$ cat config.mk
export PLATFORM = sky130hd
export DESIGN_NAME = ecc_scrub_ctrl_40_33
export DESIGN_NICKNAME = d
export VERILOG_FILES = /design/src/rtl/ecc_scrub_ctrl_40_33.sv
export SDC_FILE = /design/constraint.sdc
export NUM_CORES = 1
export LEC_CHECK = 0
export CORE_UTILIZATION = 47
export CTS_BUF_LIST = sky130_fd_sc_hd__clkbuf_4 sky130_fd_sc_hd__clkbuf_8
export DETAILED_ROUTE_END_ITERATION = 8
export PLACE_DENSITY_LB_ADDON = 0.1
export SETUP_SLACK_MARGIN = 0.4
export SLEW_MARGIN = 20
export SYNTH_ARGS = -nofsm -noshare
export SYNTH_HDL_FRONTEND = slang
export SYNTH_SLANG_ARGS = --single-unit
$ cat constraint.sdc
create_clock -name clk -period 4.6 [get_ports clk]
set_input_delay 0.46 -clock clk [delete_from_list [all_inputs] [get_ports clk]]
set_output_delay 0.46 -clock clk [all_outputs]
set_load 0.005 [all_outputs]
$ cat src/rtl/ecc_scrub_ctrl_40_33.sv
// Background ECC scrubber: walks addresses 0..LAST_ADDR, reads each 40-bit word, waits for the
// external 40/33 decoder, writes back corrected data on single errors and logs uncorrectable words.
module ecc_scrub_ctrl_40_33 #(
  parameter int ADDR_W      = 10,
  parameter int LAST_ADDR   = 2**ADDR_W - 1,
  parameter int RD_LATENCY  = 1,
  parameter int DEC_LATENCY = 4
) (
  input  logic              clk,
  input  logic              arst,
  input  logic              start,
  input  logic              stop,
  output logic              mem_req,
  input  logic              mem_gnt,
  output logic              mem_rd,
  output logic              mem_wr,
  output logic [ADDR_W-1:0] mem_addr,
  input  logic [39:0]       mem_rdata,
  output logic [32:0]       mem_wdata,
  output logic [39:0]       dec_din,
  input  logic [32:0]       dec_dout,
  input  logic              dec_err,
  input  logic              dec_fail,
  output logic              busy,
  output logic              done,
  output logic              aborted,
  output logic [15:0]       corr_cnt,
  output logic [15:0]       fail_cnt,
  output logic [ADDR_W-1:0] fail_addr
);

  localparam int WAIT_N = RD_LATENCY + DEC_LATENCY;
  localparam int CNT_W  = $clog2(WAIT_N + 1);
  localparam logic [CNT_W-1:0]  WAIT_LD = CNT_W'(WAIT_N);
  localparam logic [ADDR_W-1:0] LAST    = ADDR_W'(LAST_ADDR);

  typedef enum logic [2:0] {
    S_IDLE,
    S_RD_REQ,
    S_WAIT,
    S_WR_REQ,
    S_NEXT
  } state_t;

  state_t           state, state_nx;
  logic [CNT_W-1:0] wait_cnt;
  logic             stop_lat, stop_lat_nx;
  logic             done_nx, abort_nx;
  logic             clr_pass, addr_inc, sample;

  function automatic logic [15:0] sat_inc(input logic [15:0] v);
    return (v == 16'hFFFF) ? v : v + 16'd1;
  endfunction

  assign dec_din = mem_rdata;
  assign busy    = (state != S_IDLE);

  always_comb begin
    state_nx    = state;
    stop_lat_nx = stop_lat;
    mem_req     = 1'b0;
    mem_rd      = 1'b0;
    mem_wr      = 1'b0;
    done_nx     = 1'b0;
    abort_nx    = 1'b0;
    clr_pass    = 1'b0;
    addr_inc    = 1'b0;
    sample      = 1'b0;
    case (state)
      S_IDLE: begin
        stop_lat_nx = 1'b0;
        if (start) begin
          state_nx = S_RD_REQ;
          clr_pass = 1'b1;
        end
      end
      S_RD_REQ: begin
        mem_req = 1'b1;
        // an abort here beats a same-cycle grant so no read is issued
        if (stop) begin
          state_nx    = S_IDLE;
          abort_nx    = 1'b1;
          stop_lat_nx = 1'b0;
        end else if (mem_gnt) begin
          mem_rd   = 1'b1;
          state_nx = S_WAIT;
        end
      end
      S_WAIT: begin
        if (stop) stop_lat_nx = 1'b1;
        if (wait_cnt == CNT_W'(1)) begin
          sample   = 1'b1;
          state_nx = (dec_err && !dec_fail) ? S_WR_REQ : S_NEXT;
        end
      end
      S_WR_REQ: begin
        mem_req = 1'b1;
        if (stop) stop_lat_nx = 1'b1;
        if (mem_gnt) begin
          mem_wr   = 1'b1;
          state_nx = S_NEXT;
        end
      end
      S_NEXT: begin
        stop_lat_nx = 1'b0;
        if (stop_lat || stop) begin
          state_nx = S_IDLE;
          abort_nx = 1'b1;
        end else if (mem_addr == LAST) begin
          state_nx = S_IDLE;
          done_nx  = 1'b1;
        end else begin
          addr_inc = 1'b1;
          state_nx = S_RD_REQ;
        end
      end
      default: state_nx = S_IDLE;
    endcase
  end

  always_ff @(posedge clk or posedge arst) begin
    if (arst) begin
      state    <= S_IDLE;
      stop_lat <= 1'b0;
      done     <= 1'b0;
      aborted  <= 1'b0;
      wait_cnt <= '0;
    end else begin
      state    <= state_nx;
      stop_lat <= stop_lat_nx;
      done     <= done_nx;
      aborted  <= abort_nx;
      if (mem_rd)
        wait_cnt <= WAIT_LD;
      else if (state == S_WAIT)
        wait_cnt <= wait_cnt - CNT_W'(1);
    end
  end

  always_ff @(posedge clk or posedge arst) begin
    if (arst) begin
      mem_addr  <= '0;
      mem_wdata <= '0;
      corr_cnt  <= '0;
      fail_cnt  <= '0;
      fail_addr <= '0;
    end else if (clr_pass) begin
      mem_addr  <= '0;
      corr_cnt  <= '0;
      fail_cnt  <= '0;
      fail_addr <= '0;
    end else begin
      if (addr_inc) mem_addr <= mem_addr + ADDR_W'(1);
      if (sample && dec_err) begin
        if (dec_fail) begin
          fail_cnt  <= sat_inc(fail_cnt);
          fail_addr <= mem_addr;
        end else begin
          corr_cnt  <= sat_inc(corr_cnt);
          mem_wdata <= dec_dout;
        end
      end
    end
  end

endmodule

==> flow_metrics.py, run 1 <==
metrics = {
    "outcome": {
        "outcome": "completed",
    },
    "placed_design": {
        "globalplace.congestion": 0.846,
        "hpwl_um": 8180,
        "placed_instance_area_um2": 5840,
        "io_buffer_count": 130,
        "placed_cells_incl_taps": 652,
        "place_ws_ps": 1420,
    },
    "sta": {
        "setup_viol_count_final": 0,
        "max_clock_freq_ghz": 0.324,
        "finalHoldViolations": 0,
        "worst_slew_pin_slew_ps": 1020,
        "fin_crit_ps": 3090,
        "timing.max_slew.rel_slack_pct": 31.6,
        "rsz0062_at_grt": "no",
        "fin_ws_ps": 1510,
        "final.setup.tns_ps": 0,
        "whs_ps": 445,
        "timing_max_transition_violations_final": 0,
        "worst_clock_skew_ps": 8.83,
        "fin_crit_sh_pct": 67.1,
    },
    "finish": {
        "fin_cells": 668,
        "most-common-layout-cells": "sky130_fd_sc_hd__clkdlybuf4s50_1 (130), sky130_fd_sc_hd__dfrtp_1 (94), sky130_fd_sc_hd__mux2_2 (35), sky130_fd_sc_hd__nand2_1 (34), sky130_fd_sc_hd__nor2_1 (28)",
        "design_area_um2": 6010,
        "layout_commonest_cell": "sky130_fd_sc_hd__clkdlybuf4s50_1",
        "finalNetCount": 615,
        "layout.core_utilization_pct": 61.8,
        "syn2layout_area_growth_pct": 27.6,
        "drive_above_1_share_pct": 12.3,
        "antennaDiodeCount": 0,
    },
    "logic_synthesis": {
        "netlist-cell-type-count": 51,
        "post_synth_instance_area_um2": 4710,
        "postSynthAreaPerCell_um2": 10.6,
        "synth_seq_cells": 94,
        "asyncSetResetFlopFracSynth_pct": 100,
        "yosysSeqAreaShare_pct": 49.9,
        "synth_nets": 528,
        "synth_edf_count": 0,
        "yosys_warnings": 0,
        "syn-instance-count": 443,
        "ys.flop_type": "sky130_fd_sc_hd__dfrtp_1",
    },
    "detailed_routing": {
        "drt_first_iter_violations": 120,
        "ant_nets_after_route": 0,
        "drt_drc_violations_left": 0,
        "route.vias.total": 3659,
        "detail_route.wirelength_um": 11400,
        "tritonroute_pass_1_iters": 4,
        "avgRoutedWirePerCell_um": 17.0,
        "avgViaCountPerCell": 5.48,
    },
    "setup_path": {
        "cp.arrival_ps": 3330,
        "crit_fanout": 44,
        "worst-r2r-setup-slack_ps": 1510,
        "endpoint_kind": "flop",
        "worst-setup-path-type": "reg2reg",
        "rr_endpoint": "corr_cnt[11]",
        "cp_data_required_time_ps": 4840,
        "regToRegStartpoint": "state[1]",
        "timing.reg2reg.worst_path_depth": 5,
        "critPathLaunchType": "flop",
    },
    "clock_tree": {
        "ctsRootBufferMaster": "sky130_fd_sc_hd__clkbuf_8",
        "tritoncts_num_sinks": 94,
        "clk_transition_reported_paths_ps": 90,
        "tritoncts_clock_tree": "done",
        "cts_setup_buffers": 0,
        "h-tree-depth": 3,
        "cts_hold_fix_bufs": 0,
        "clk-insertion-delay-late_ps": 360,
        "cts_buffers": 9,
        "post_cts.resized_instances": 0,
        "cts_buffer_depth": 2,
    },
    "global_routing": {
        "globalRouteOverflowTotal": 0,
        "grt_usage_pct": 21.7,
        "number_of_global_route_vias_before_repair": 3387,
        "global_route_wire_length_before_repair_um": 17400,
        "antenna_found_initial": 0,
        "grt_start_max_net_pins": 45,
    },
    "pwr": {
        "leakagePower_nw": 2.54,
        "cellPowerDensity_nw_per_um2": 372,
        "vdd_drop_max_mv": 0.283,
        "power_mw": 2.24,
    },
    "floorplanning": {
        "row_count": 36,
        "placeableCoreArea_um2": 9730,
        "die_w_um": 102,
        "boundary_pins": 211,
        "fp.dieH_um": 102,
        "start_util_pct": 48.4,
        "area_of_the_die_um2": 10400,
    },
    "min_path": {
        "hold_class": "in2async",
    },
    "job": {
        "cap_viol_max_count": 0,
    },
}
[worst max path at each step]
stage | startpoint | endpoint | slack [ps] | cells past startpoint
floorplan | arst | aborted | 1690 | 1
global placement | start | fail_cnt[12] | 1510 | 7
detailed placement | start | fail_cnt[12] | 1420 | 7
CTS | state[1] | corr_cnt[11] | 1530 | 5
global route | state[1] | corr_cnt[13] | 1300 | 5
finish | state[1] | corr_cnt[11] | 1510 | 5
[power by group]
part           switching [mW]  internal (mW)  leakage [nW]
sequential             0.0982          0.963          1.28
combinational           0.275          0.396          1.18
clock                   0.282          0.222        0.0913
total                   0.656           1.58          2.54
[synth_stat cells, drive strengths merged, types with 5 or more instances]
| cell | number | area share, % |
|---|---|---|
| a21oi | 20 | 2.1 |
| a22o | 9 | 1.7 |
| and3 | 8 | 1.1 |
| buf | 47 | 7.1 |
| clkbuf | 11 | 0.88 |
| dfrtp | 94 | 50 |
| ha | 5 | 1.3 |
| inv | 13 | 1.0 |
| mux2 | 35 | 8.4 |
| mux2i | 6 | 1.3 |
| nand2 | 34 | 2.7 |
| nand3 | 15 | 1.6 |
| nand4 | 13 | 2.0 |
| nor2 | 28 | 2.2 |
| nor3 | 8 | 0.85 |
| nor4 | 16 | 2.7 |
| o21ai | 12 | 1.3 |
| or2 | 5 | 0.66 |
| or3 | 7 | 0.93 |
| xnor2 | 16 | 3.0 |
[flip-flops by register name, summed over array words and instances (netlist names)]
signal,cells
aborted,1
corr_cnt,16
done,1
fail_addr,10
fail_cnt,16
mem_addr,10
mem_wdata,33
state,3
stop_lat,1
wait_cnt,3
[layer usage]
metal	wire length (um)	track usage [%]	share of wire [%]
met5	0	0	0
met4	340	11.4	3.0
met3	599	3.28	5.3
met2	5690	35.6	50
met1	4740	27.8	42
[cell families (layout without fill, tap and decap cells)]
| logic type | Yosys count | in the layout | synth area share [%] |
|---|---|---|---|
| XOR/XNOR | 16 | 16 | 2.97 |
| multiplexers | 41 | 41 | 9.64 |
| adder cells (fa/ha/maj) | 5 | 5 | 1.33 |
| flip-flops | 94 | 94 | 49.9 |
| AO/OA/AOI/OAI | 60 | 60 | 8.31 |
| buffers and inverters | 71 | 163 | 9.00 |
| AND/OR/NAND/NOR | 156 | 156 | 18.8 |
[area by class of cell]
type                    count  area [um^2]
flip-flops and latches     94         2350
inverters                  13         50.0
clock buffers              13          154
multi-input cells         278         1940
clock inverters             3         21.3
fillers                   844         3720
repair buffers            134         1330
well taps                 133          166
[worst max-delay path, cell delays in order, from the launching register on]
cell and delay (ps):
sky130_fd_sc_hd__dfrtp_1 600, sky130_fd_sc_hd__nor3b_2 690, sky130_fd_sc_hd__nand4_4 750, sky130_fd_sc_hd__nor4_4 630, sky130_fd_sc_hd__nand3_1 140, sky130_fd_sc_hd__mux2i_1 130
No activity file was read; power rests on OpenSTA's default activity.
==> run 2: changes to the inputs <==
- CORE_UTILIZATION: 47 -> 43
- clock period: 4.6 -> 3 ns (I/O delays scaled with it)
==> flow_metrics.py, run 2 (synthesis results as in run 1) <==
metrics = {
    "outcome": {
        "outcome": "completed",
    },
    "sta": {
        "worst_slew_pin_slew_ps": 772,
        "rsz0062_at_grt": "no",
        "setup_viol_count_final": 0,
        "worst_clock_skew_ps": 9.29,
        "finalHoldViolations": 0,
        "timing_max_transition_violations_final": 0,
        "fin_crit_sh_pct": 81.7,
        "whs_ps": 329,
        "fin_crit_ps": 2450,
        "timing.max_slew.rel_slack_pct": 48.1,
        "max_clock_freq_ghz": 0.408,
        "final.setup.tns_ps": 0,
    },
    "global_routing": {
        "number_of_global_route_vias_before_repair": 3568,
        "grt_start_max_net_pins": 53,
        "grt.met2_usage_pct": 33.9,
        "grt_usage_pct": 20.6,
        "grtUsageMet3_pct": 4.01,
        "global_route_wire_length_before_repair_um": 18200,
        "antenna_found_initial": 0,
        "globalRouteOverflowTotal": 0,
        "global_route.peak_usage_layer": "met2",
        "use_met1_pct": 25.7,
    },
    "detailed_routing": {
        "tritonroute_pass_1_iters": 4,
        "drt_drc_violations_left": 0,
        "route.vias.total": 3604,
        "ant_nets_after_route": 0,
        "avgRoutedWirePerCell_um": 16.9,
        "avgViaCountPerCell": 5.33,
        "detail_route.wirelength_um": 11400,
        "drt_first_iter_violations": 205,
    },
    "finish": {
        "area_of_the_multi_input_gates_um2": 1940,
        "layout_commonest_cell": "sky130_fd_sc_hd__clkdlybuf4s50_1",
        "syn2layout_area_growth_pct": 29.2,
        "antennaDiodeCount": 0,
        "design_area_um2": 6090,
        "largest_regs": "mem_wdata: 33 flops, corr_cnt: 16 flops, fail_cnt: 16 flops",
        "largest_reg_flops": 33,
        "largest_register": "mem_wdata",
        "finalNetCount": 620,
        "most-common-layout-cells": "sky130_fd_sc_hd__clkdlybuf4s50_1 (130), sky130_fd_sc_hd__dfrtp_1 (94), sky130_fd_sc_hd__mux2_2 (35), sky130_fd_sc_hd__nand2_1 (34), sky130_fd_sc_hd__nor2_1 (28)",
        "layout.core_utilization_pct": 58.2,
        "nFillCells": 943,
        "drive_above_1_share_pct": 13.1,
        "seqCellArea_um2": 2350,
    },
    "clock_tree": {
        "tritoncts_clock_tree": "done",
        "clk_transition_reported_paths_ps": 90,
        "tritoncts_num_sinks": 94,
        "ctsRootBufferMaster": "sky130_fd_sc_hd__clkbuf_8",
        "cts_buffer_depth": 2,
        "cts_setup_buffers": 0,
        "cts_buffers": 9,
        "clk-insertion-delay-late_ps": 360,
        "cts_hold_fix_bufs": 0,
        "h-tree-depth": 3,
        "post_cts.resized_instances": 0,
    },
    "setup_path": {
        "endpoint_kind": "output port",
        "critical-path-max-stage-delay_ps": 600,
        "worst-r2r-setup-slack_ps": 720,
        "worstPathCellList": "nor2b_1, nand3_1, inv_1, clkdlybuf4s50_1",
        "crit_fanout": 11,
        "critPathLaunchType": "flop",
        "cp_data_required_time_ps": 2700,
        "slowest_stage": "sky130_fd_sc_hd__dfrtp_1",
        "worst-setup-path-type": "reg2out",
        "cp_top_family": "buffers and inverters",
        "cp.arrival_ps": 2150,
        "path_buf_inv": 2,
    },
    "placed_design": {
        "io_buffer_count": 130,
        "globalplace.congestion": 0.857,
        "placed_instance_area_um2": 5890,
        "hpwl_um": 8410,
    },
    "pwr": {
        "power_mw": 3.48,
        "vdd_drop_max_mv": 0.370,
        "cellPowerDensity_nw_per_um2": 571,
        "leakagePower_nw": 2.57,
    },
    "floorplanning": {
        "area_of_the_die_um2": 11400,
        "die_w_um": 107,
        "placeableCoreArea_um2": 10500,
        "start_util_pct": 45.0,
        "boundary_pins": 211,
        "row_count": 37,
        "fp.dieH_um": 107,
    },
    "job": {
        "cap_viol_max_count": 0,
    },
    "min_path": {
        "hold_class": "in2async",
    },
}
==> run 2: changes by cell type in the layout (fill, tap and decap cells not counted) <==
| cell | delta |
|---|---|
| sky130_fd_sc_hd__clkinv_2 | -1 |
| sky130_fd_sc_hd__clkinv_4 | -1 |
| sky130_fd_sc_hd__buf_12 | +1 |
| sky130_fd_sc_hd__buf_4 | +4 |
| sky130_fd_sc_hd__clkbuf_8 | +3 |
| sky130_fd_sc_hd__clkbuf_4 | -4 |
| sky130_fd_sc_hd__inv_6 | +1 |
| sky130_fd_sc_hd__clkinvlp_4 | +2 |
==> run 2: metal layers <==
metal	share of wire, %	vias to the layer above
met2	49	93
met5	0	-
li1	-	1722
met3	4.7	32
met4	3.9	0
met1	42	1757
==> run 2: worst reg2reg max path: cells and delay by family, from the launching register on <==
family | cells | cell delay (ps)
DFF | 1 | 380
buffers and inverters | 1 | 70
adders and majority gates | 1 | 130
and+or+nand+nor | 2 | 960
AOI/OAI and AO/OA | 3 | 680
==> run 2: final timing paths <==
check | start | depth (start not counted) | to
worst max-delay path | state[0] | 4 | mem_rd
worst min-delay path | arst | 2 | mem_wdata[21]
worst max register to register | wait_cnt[1] | 7 | fail_cnt[12]
worst min register to register | fail_addr[9] | 1 | fail_addr[9]
max in group asynchronous | arst | 3 | fail_cnt[14]
min in group clk | fail_addr[9] | 1 | fail_addr[9]
==> run 2: metrics by stage <==
step	setup WS, ps	cells
detailed placement	704	660
floorplan	916	443
global placement	779	660
global route	400	676
finish	549	676
CTS	512	676
==> run 2: area by class of cell <==
cell class                 count  share of cell area, %
sequential                    94                   38.7
multi-input combinational    278                   31.8
timing repair buffer         139                   22.7
tap                          136                   2.80
clock buffer                  12                   2.71
inverter                      13                  0.863
clock inverter                 4                  0.473
==> run 2: power breakdown <==
| group | total, mW | switching, mW | internal, mW |
|---|---|---|---|
| sequential | 1.63 | 0.153 | 1.48 |
| combinational | 1.03 | 0.413 | 0.620 |
| clock | 0.813 | 0.441 | 0.371 |
| total | 3.48 | 1.01 | 2.47 |
==> run 3: changes to the inputs <==
- CORE_UTILIZATION: 43 -> 39
- clock period: 3 -> 2.2 ns (I/O delays scaled with it)
==> flow_metrics.py, run 3 (synthesis results as in run 1) <==
metrics = {
    "finish": {
        "largest_reg_flops": 33,
        "antennaDiodeCount": 0,
        "finalNetCount": 678,
        "layout_commonest_cell": "sky130_fd_sc_hd__clkdlybuf4s50_1",
        "largest_regs": "mem_wdata: 33 flops, corr_cnt: 16 flops, fail_cnt: 16 flops",
        "largest_register": "mem_wdata",
        "most-common-layout-cells": "sky130_fd_sc_hd__clkdlybuf4s50_1 (126), sky130_fd_sc_hd__dfrtp_1 (88), sky130_fd_sc_hd__buf_4 (46), sky130_fd_sc_hd__nand2_1 (33), sky130_fd_sc_hd__mux2_2 (33)",
        "syn2layout_area_growth_pct": 49.4,
        "fin_cells": 741,
        "drive_above_1_share_pct": 29.8,
    },
    "pwr": {
        "power_mw": 5.20,
        "cellPowerDensity_nw_per_um2": 739,
        "leakagePower_nw": 3.00,
        "vdd_drop_max_mv": 0.373,
    },
    "floorplanning": {
        "fp.dieH_um": 112,
        "placeableCoreArea_um2": 11600,
        "die_w_um": 112,
        "boundary_pins": 211,
        "row_count": 39,
        "start_util_pct": 40.6,
        "area_of_the_die_um2": 12500,
    },
    "global_routing": {
        "globalRouteOverflowTotal": 0,
        "antenna_found_initial": 0,
        "grt_usage_pct": 20.2,
        "global_route_wire_length_before_repair_um": 19800,
        "number_of_global_route_vias_before_repair": 3859,
        "grt_start_max_net_pins": 41,
    },
    "setup_path": {
        "endpoint_kind": "flop",
        "critPathLaunchType": "flop",
        "cp_data_required_time_ps": 2510,
        "cp.arrival_ps": 2280,
        "worst-setup-path-type": "reg2reg",
        "worst-r2r-setup-slack_ps": 230,
        "crit_fanout": 7,
    },
    "sta": {
        "finalHoldViolations": 0,
        "rsz0062_at_grt": "yes",
        "worst_slew_pin_slew_ps": 557,
        "max_clock_freq_ghz": 0.508,
        "fin_crit_sh_pct": 89.5,
        "worst_clock_skew_ps": 9.09,
        "timing_max_transition_violations_final": 0,
        "fin_crit_ps": 1970,
        "timing.max_slew.rel_slack_pct": 62.8,
        "final.setup.tns_ps": 0,
        "setup_viol_count_final": 0,
    },
    "detailed_routing": {
        "route.vias.total": 3912,
        "ant_nets_after_route": 0,
        "detail_route.wirelength_um": 12700,
        "avgRoutedWirePerCell_um": 17.1,
        "drt_first_iter_violations": 136,
        "avgViaCountPerCell": 5.28,
        "tritonroute_pass_1_iters": 6,
        "drt_drc_violations_left": 20,
    },
    "clock_tree": {
        "h-tree-depth": 3,
        "ctsRootBufferMaster": "sky130_fd_sc_hd__clkbuf_8",
        "clk-insertion-delay-late_ps": 380,
        "cts_buffer_depth": 2,
        "tritoncts_clock_tree": "done",
        "tritoncts_num_sinks": 94,
        "clk_transition_reported_paths_ps": 90,
        "cts_buffers": 9,
    },
    "placed_design": {
        "placed_cells_incl_taps": 687,
        "globalplace.congestion": 0.797,
        "io_buffer_count": 130,
        "hpwl_um": 8580,
    },
    "outcome": {
        "failed_checks": "DRC",
        "outcome": "complete, but fails checks",
    },
    "min_path": {
        "hold_class": "in2async",
    },
    "job": {
        "cap_viol_max_count": 0,
    },
}
==> run 3: layout make-up <==
class / count / area [um^2]
Clock buffer: 10 / 138
Multi-Input combinational cell: 278 / 2320
Timing Repair Buffer: 197 / 1950
Fill cell: 962 / 4570
Tap cell: 143 / 179
Sequential cell: 94 / 2360
Clock inverter: 6 / 46.3
Inverter: 13 / 52.6
==> run 3: timing repair <==
action,CTS,global route
hold buffers,0,0
setup endpoints to repair,74,70
gates resized for setup,39,48
gates cloned,1,3
pin swaps,28,29
setup buffers,21,13
==> run 3: path summary, 6_finish.rpt <==
kind | from | end | cells after the start
max | state[2] | fail_cnt[11] | 6
min | arst | fail_cnt[5] | 2
max reg2reg | state[2] | fail_cnt[11] | 6
min reg2reg | mem_wdata[18] | mem_wdata[18] | 1
max in group asynchronous | arst | fail_cnt[9] | 3
min in group clk | mem_rdata[11] | dec_din[11] | 0
==> run 3: routing by layer <==
| layer | vias to the layer above | part of all wire (%) | track usage, % |
|---|---|---|---|
| li1 | 1830 | - | - |
| met1 | 1933 | 43 | 26.8 |
| met2 | 125 | 47 | 31.3 |
| met3 | 24 | 5.9 | 3.38 |
| met4 | 0 | 3.7 | 12.0 |
| met5 | - | 0 | 0 |
==> run 3: stage by stage <==
step / util, % / hold slack [ps] / instance area, um^2 / setup WS [ps]
after floorplan: - / 370 / 4840 / 228
after global placement: 52.9 / 440 / 6150 / 96.5
after detailed placement: 52.9 / 440 / 6150 / 57.9
after CTS: 57.2 / 239 / 6650 / 220
after global routing: 60.6 / 282 / 7040 / 147
final: 60.6 / 240 / 7040 / 232
==> run 3: worst max-delay path: stages (launching register included) <==
cell                      delay, ps
sky130_fd_sc_hd__dfrtp_1        410
sky130_fd_sc_hd__buf_6          140
sky130_fd_sc_hd__nor3b_4        290
sky130_fd_sc_hd__a41oi_2        200
sky130_fd_sc_hd__a21o_4         250
sky130_fd_sc_hd__or4_4          480
sky130_fd_sc_hd__a21oi_2        140
==> run 3: where the power goes <==
group | total [mW] | switching, mW | internal (mW)
logic | 1.92 | 0.763 | 1.16
clock network | 1.10 | 0.653 | 0.448
registers | 2.18 | 0.168 | 2.02
